## config.mk

```make
export PLATFORM = sky130hd
export DESIGN_NAME = out_port_bcd_flat
export DESIGN_NICKNAME = d
export VERILOG_FILES = /design/src/rtl/out_port_bcd_if.sv /design/src/rtl/out_port_bcd.sv /design/src/flat_wrapper.sv
export SDC_FILE = /design/constraint.sdc
export NUM_CORES = 1
export LEC_CHECK = 0
export ABC_CLOCK_PERIOD_IN_PS = 2600
export CORE_UTILIZATION = 45
export CTS_BUF_LIST = sky130_fd_sc_hd__clkbuf_8
export DETAILED_ROUTE_END_ITERATION = 10
export GPL_TIMING_DRIVEN = 0
export HOLD_SLACK_MARGIN = 0.03
export PLACE_DENSITY_LB_ADDON = 0.25
export REMOVE_ABC_BUFFERS = 1
export SLEW_MARGIN = 20
export SYNTH_ARGS = -nofsm -noshare
export SYNTH_HDL_FRONTEND = slang
export SYNTH_SLANG_ARGS = --single-unit
```

## constraint.sdc

```tcl
create_clock -name clk -period 2.6 [get_ports clk]
set_input_delay 0.52 -clock clk [delete_from_list [all_inputs] [get_ports clk]]
set_output_delay 0.52 -clock clk [all_outputs]
set_load 0.05 [all_outputs]
```

## src/rtl/out_port_bcd_if.sv

```systemverilog
// -----------------------------------------------------------------------------
// out_port_bcd_if
// Port-write bus from the Driver into the BCD output-port block.
//   write_out : write strobe, one write per cycle while high
//   out_port  : target port number (0-5 meaningful, 6-15 ignored by the slave)
//   out_data  : binary value written
// Modports: master (Driver side, drives the bus), slave (out_port_bcd side).
// -----------------------------------------------------------------------------
interface out_port_bcd_if;
    logic        write_out;
    logic [3:0]  out_port;
    logic [15:0] out_data;

    modport master (output write_out, output out_port, output out_data);
    modport slave  (input  write_out, input  out_port, input  out_data);
endinterface

```

## src/rtl/out_port_bcd.sv

```systemverilog
// -----------------------------------------------------------------------------
// out_port_bcd
// Buffers binary port writes in a small FIFO and converts them one at a time
// into packed BCD with a serial double-dabble converter (18 cycles per value).
//   clk          : single clock, rising edge
//   rstn         : synchronous active-low reset
//   bus          : write bus (write_out, out_port, out_data), slave side
//   sec_bcd .. month_bcd : ports 0-4, two BCD digits (value mod 100)
//   year_bcd     : port 5, four BCD digits (value mod 10000)
//   updated      : one-cycle pulse when a register is committed
//   updated_port : port number of that commit, valid while updated is high
//   busy         : converter active or FIFO holding pending writes
//   overflow     : sticky, a valid write was dropped on a full FIFO
// -----------------------------------------------------------------------------
module out_port_bcd #(
    parameter int FIFO_DEPTH = 4
) (
    input  logic             clk,
    input  logic             rstn,
    out_port_bcd_if.slave    bus,
    output logic [7:0]       sec_bcd,
    output logic [7:0]       min_bcd,
    output logic [7:0]       hour_bcd,
    output logic [7:0]       day_bcd,
    output logic [7:0]       month_bcd,
    output logic [15:0]      year_bcd,
    output logic             updated,
    output logic [3:0]       updated_port,
    output logic             busy,
    output logic             overflow
);

    localparam int PTR_W = $clog2(FIFO_DEPTH);
    localparam int CNT_W = PTR_W + 1;
    localparam logic [CNT_W-1:0] FULL_CNT = CNT_W'(FIFO_DEPTH);

    typedef struct packed {
        logic [3:0]  port;
        logic [15:0] data;
    } entry_t;

    typedef enum logic [1:0] {IDLE, SHIFT, COMMIT} state_t;

    // ---------------------------------------------------------------- FIFO
    entry_t             mem [FIFO_DEPTH];
    logic [PTR_W-1:0]   wr_ptr, rd_ptr;
    logic [CNT_W-1:0]   count;
    entry_t             head;
    logic               wr_valid, fifo_full, fifo_empty, push, pop;

    state_t             state;
    logic [15:0]        value;
    logic [19:0]        acc;
    logic [19:0]        acc_adj;
    logic [3:0]         iter;
    logic [3:0]         tgt_port;

    assign wr_valid   = bus.write_out && (bus.out_port <= 4'd5);
    assign fifo_full  = (count == FULL_CNT);
    assign fifo_empty = (count == '0);
    assign pop        = (state == IDLE) && !fifo_empty;
    // A full FIFO still accepts a write on the edge that frees a slot.
    assign push       = wr_valid && (!fifo_full || pop);
    assign head       = mem[rd_ptr];
    assign busy       = (state != IDLE) || !fifo_empty;

    // NOTE: storage has no reset; only the pointers and count define which
    // entries are live, so clearing the array would just cost reset fan-out.
    always_ff @(posedge clk) begin
        if (push) begin
            // Ports 0-4 only carry a byte; port 5 keeps the full word.
            mem[wr_ptr] <= '{port: bus.out_port,
                             data: (bus.out_port == 4'd5) ? bus.out_data
                                                          : {8'h00, bus.out_data[7:0]}};
        end
    end

    // NOTE: sequential state uses non-blocking assignments so every register
    // samples pre-edge values regardless of statement order.
    always_ff @(posedge clk) begin
        if (!rstn) begin
            wr_ptr   <= '0;
            rd_ptr   <= '0;
            count    <= '0;
            overflow <= 1'b0;
        end else begin
            if (push) wr_ptr <= wr_ptr + 1'b1;
            if (pop)  rd_ptr <= rd_ptr + 1'b1;
            case ({push, pop})
                2'b10:   count <= count + 1'b1;
                2'b01:   count <= count - 1'b1;
                default: count <= count;
            endcase
            if (wr_valid && !push) overflow <= 1'b1;
        end
    end

    // ------------------------------------------------------ double dabble
    // NOTE: every combinational output gets a default before any condition so
    // no path leaves it unassigned (which would infer a latch).
    always_comb begin
        acc_adj = acc;
        for (int i = 0; i < 5; i++) begin
            if (acc[4*i +: 4] >= 4'd5) acc_adj[4*i +: 4] = acc[4*i +: 4] + 4'd3;
        end
    end

    // ----------------------------------------------------------------- FSM
    always_ff @(posedge clk) begin
        if (!rstn) begin
            state        <= IDLE;
            value        <= '0;
            acc          <= '0;
            iter         <= '0;
            tgt_port     <= '0;
            sec_bcd      <= '0;
            min_bcd      <= '0;
            hour_bcd     <= '0;
            day_bcd      <= '0;
            month_bcd    <= '0;
            year_bcd     <= '0;
            updated      <= 1'b0;
            updated_port <= '0;
        end else begin
            updated      <= 1'b0;
            updated_port <= '0;
            case (state)
                IDLE: begin
                    if (pop) begin
                        value    <= head.data;
                        tgt_port <= head.port;
                        acc      <= '0;
                        iter     <= '0;
                        state    <= SHIFT;
                    end
                end
                SHIFT: begin
                    acc   <= {acc_adj[18:0], value[15]};
                    value <= {value[14:0], 1'b0};
                    iter  <= iter + 4'd1;
                    if (iter == 4'd15) state <= COMMIT;
                end
                COMMIT: begin
                    // Truncating the BCD result gives value mod 100 / mod 10000.
                    case (tgt_port)
                        4'd0:    sec_bcd   <= acc[7:0];
                        4'd1:    min_bcd   <= acc[7:0];
                        4'd2:    hour_bcd  <= acc[7:0];
                        4'd3:    day_bcd   <= acc[7:0];
                        4'd4:    month_bcd <= acc[7:0];
                        4'd5:    year_bcd  <= acc[15:0];
                        default: ;
                    endcase
                    updated      <= 1'b1;
                    updated_port <= tgt_port;
                    state        <= IDLE;
                end
                default: state <= IDLE;
            endcase
        end
    end

endmodule

```

## src/flat_wrapper.sv

```systemverilog
// flat-port wrapper written by rule: the top's interface ports become plain ports
module out_port_bcd_flat 
#(
    parameter int FIFO_DEPTH = 4
)
  (clk, rstn, sec_bcd, min_bcd, hour_bcd, day_bcd, month_bcd, year_bcd, updated, updated_port, busy, overflow, bus_write_out, bus_out_port, bus_out_data);
  out_port_bcd_if bus_i ();
  input  logic clk;
  input  logic rstn;
  output logic [7:0] sec_bcd;
  output logic [7:0] min_bcd;
  output logic [7:0] hour_bcd;
  output logic [7:0] day_bcd;
  output logic [7:0] month_bcd;
  output logic [15:0] year_bcd;
  output logic updated;
  output logic [3:0] updated_port;
  output logic busy;
  output logic overflow;
  input wire logic [$bits(bus_i.write_out)-1:0] bus_write_out;
  input wire logic [$bits(bus_i.out_port)-1:0] bus_out_port;
  input wire logic [$bits(bus_i.out_data)-1:0] bus_out_data;
  assign bus_i.write_out = bus_write_out;
  assign bus_i.out_port = bus_out_port;
  assign bus_i.out_data = bus_out_data;
  out_port_bcd #(.FIFO_DEPTH(FIFO_DEPTH)) u_core (.clk(clk), .rstn(rstn), .bus(bus_i), .sec_bcd(sec_bcd), .min_bcd(min_bcd), .hour_bcd(hour_bcd), .day_bcd(day_bcd), .month_bcd(month_bcd), .year_bcd(year_bcd), .updated(updated), .updated_port(updated_port), .busy(busy), .overflow(overflow));
endmodule
```

==> flow_metrics.py <==
metrics = {
    "status": {
        "status": "complete, no violations",
    },
    "logic_synthesis": {
        "ys_async_sr_fraction_pct": 0,
        "synth.cells.most_frequent": "113 x dfxtp_1, 80 x edfxtp_1, 56 x nand2_1",
        "netlist_area_um2": 7930,
        "synth_edf_count": 80,
        "synth_ff_type": "dfxtp_1",
        "synthTopCellsByArea": "edfxtp_1 30%, dfxtp_1 29%, mux4_2 5.7%",
        "avgSynthCellArea_um2": 12.0,
        "netlist_instances": 663,
        "ys_seq_elements": 193,
        "synth_top_area_share_pct": 30.3,
        "synth_seq_area_share_pct": 58.8,
        "synth_top_cell_by_area": "edfxtp_1",
        "synth.most_common_cell": "dfxtp_1",
        "ys_types": 52,
        "ys_warn_count": 0,
    },
    "power": {
        "switching_power_w": 0.00217,
        "p_per_area_nw_per_um2": 767,
        "internal_power_w": 0.00502,
        "combPwrFrac_pct": 20.8,
        "p_leak_nw": 3.17,
        "switching_share_pct": 30.2,
        "total_power_w": 0.00720,
        "ir_drop_v": 0.000597,
        "power.share.clock_pct": 28.3,
        "seqPwrFrac_pct": 50.9,
    },
    "grt": {
        "grt.total_usage_pct": 18.8,
        "grt_overflow": 0,
        "antenna_found_initial": 0,
        "grt_pass1_vias": 5211,
        "grt_pass1_wl_um": 26400,
        "grt_max_degree": 48,
    },
    "timing": {
        "setup_ws_ps": 134,
        "fmax_ghz": 0.406,
        "report.final.setup_viol": 0,
        "max-slew-margin-rel_pct": 29.2,
        "whs_ps": 460,
        "final_hold_viol_count": 0,
        "tightestPinTransition_ps": 1060,
        "finalCritPeriodShare_pct": 94.8,
        "rsz0062_at_grt": "false",
        "fin_crit_ps": 2470,
        "fin_worst_skew_ps": 13.9,
        "slew_violations": 0,
    },
    "clock_network": {
        "postCtsHoldBufs": 0,
        "cts-root-buf": "clkbuf_8",
        "cts_max_level": 4,
        "cts_tree": "yes",
        "insertion_delay_ps": 460,
        "numCtsBuffers": 17,
        "clock-sinks": 193,
        "clk_path_buf_depth": 2,
        "clk_pin_slew_ps": 90,
    },
    "placement": {
        "placed_area_um2": 8890,
        "io_buffer_count": 85,
        "gp_congestion": 0.757,
        "post-dp-hpwl_um": 10500,
        "pre_cts_slack_ps": -712,
    },
    "finish": {
        "areaGrowthSynthToFinish_pct": 18.4,
        "diodes": 0,
        "drive_gt1_share_pct": 11.1,
        "nNetsFinal": 758,
        "fin_area_um2": 9390,
        "final_util_pct": 54.4,
    },
    "drt": {
        "drc_errors": 0,
        "drtIter0Drc": 421,
        "totalWireLength_um": 16200,
        "vias": 5354,
        "via_per_inst": 5.59,
        "routedWlPerCell_um": 16.9,
        "first_pass_iters": 4,
        "antenna_left": 0,
    },
    "critical_path": {
        "cp.required_ps": 2080,
        "rr_endpoint": "u_core.count[2]",
        "crit_fanout": 21,
        "r2r_slack_ps": 170,
        "start_kind": "flop",
        "end_kind": "output port",
        "crit_arrival_ps": 1950,
        "critPathKind": "reg -> out",
        "reg2regPathDepth": 8,
        "r2r-start": "u_core.state[0]",
    },
    "floorplan": {
        "dieHeight_um": 135,
        "ios": 86,
        "die_width_um": 135,
        "rows": 48,
        "initial_core_util_pct": 46.0,
        "dieArea_um2": 18200,
        "core_um2": 17200,
    },
    "worst_hold_path": {
        "hold_path_class": "reg -> reg",
        "hold_path_depth": 2,
        "hold_end": "u_core.month_bcd[7]",
        "hold_start": "u_core.month_bcd[7]",
    },
    "job": {
        "max-cap-violations": 0,
    },
}
==> layout make-up <==
class	count	area [µm²]
Tap cell	225	282
Sequential cell	193	4670
Clock inverter	11	133
Inverter	16	60.1
Fill cell	1418	7850
Clock buffer	21	289
Timing Repair Buffer	94	947
Multi-Input combinational cell	398	3000
==> registers in the layout (all words and copies together), names as in the netlist, named ones only <==
signal	flops
u_core.mem	80
u_core.acc	16
u_core.value	16
u_core.year_bcd	16
u_core.day_bcd	8
u_core.hour_bcd	8
u_core.min_bcd	8
u_core.month_bcd	8
u_core.sec_bcd	8
u_core.iter	4
u_core.tgt_port	4
u_core.updated_port	4
u_core.count	3
u_core.rd_ptr	2
u_core.state	2
u_core.wr_ptr	2
u_core.overflow	1
u_core.updated	1
==> cells in the final DEF, fill, tap and decap left out, types with 5 or more instances in the layout <==
cell type	netlist	routed
buf_4	0	8
nor2_1	15	13
xor2_1	5	5
and4_1	15	15
inv_1	16	17
mux2i_1	27	27
o21ai_0	41	41
ha_1	14	14
mux4_2	20	20
nand3_1	43	43
dfxtp_1	113	110
o211ai_1	11	11
and2_1	17	13
edfxtp_1	80	80
clkbuf_8	0	21
nand2b_1	11	11
clkdlybuf4s50_1	0	83
a221o_1	15	15
nand2_1	56	56
a21oi_1	43	43
==> power by group through the flow <==
stage	Clock, W	Combinational, W	Sequential (W)
floorplan	0	0.000980	0.00364
global placement	0	0.00133	0.00374
detailed placement	0	0.00144	0.00372
CTS	0.00207	0.00145	0.00366
global route	0.00219	0.00164	0.00370
finish	0.00204	0.00150	0.00366
==> metrics by stage <==
stage,setup TNS (ps),cells
finish,0,958
global placement,-263410,917
global route,0,958
detailed placement,-57610,920
floorplan,-16.6,607
CTS,0,952
==> routing by layer <==
metal | global-route usage [%] | vias to the layer above | routed length [µm]
met3 | 4.05 | 15 | 653
li1 | - | 2593 | -
met2 | 31.0 | 136 | 8060
met5 | 0 | - | 0
met1 | 24.6 | 2610 | 7320
met4 | 5.93 | 0 | 197
==> cells by family after synthesis <==
| kind of cell | share of synthesized area (%) |
|---|---|
| AO/OA/AOI/OAI | 11.9 |
| XOR/XNOR | 0.552 |
| adder cells (fa/ha/maj) | 2.46 |
| buffers and inverters | 3.79 |
| flip-flops | 58.8 |
| multiplexers | 9.09 |
| AND/OR/NAND/NOR | 13.4 |
==> repair_timing <==
item	CTS	global route
buffers inserted	0	6
pin swaps	1	2
gates resized for setup	13	0
setup endpoints to repair	84	2
==> critical path: stages, from the launching register on <==
cell           delay [ps]
dfxtp_2               660
nor2_4                160
nand2_1               130
dlygate4sd2_1         530
==> how the worst max path moves through the flow <==
stage | startpoint | endpoint | slack [ps]
floorplan | u_core.state[1] | u_core.count[2] | -20
global placement | rstn | u_core.value[0] | -3170
detailed placement | bus_out_port[2] | u_core.mem[2][7] | -710
CTS | u_core.state[0] | u_core.count[2] | 50
global route | u_core.state[0] | busy | 20
finish | u_core.state[0] | busy | 130
Power figures use the tool's default switching activity.
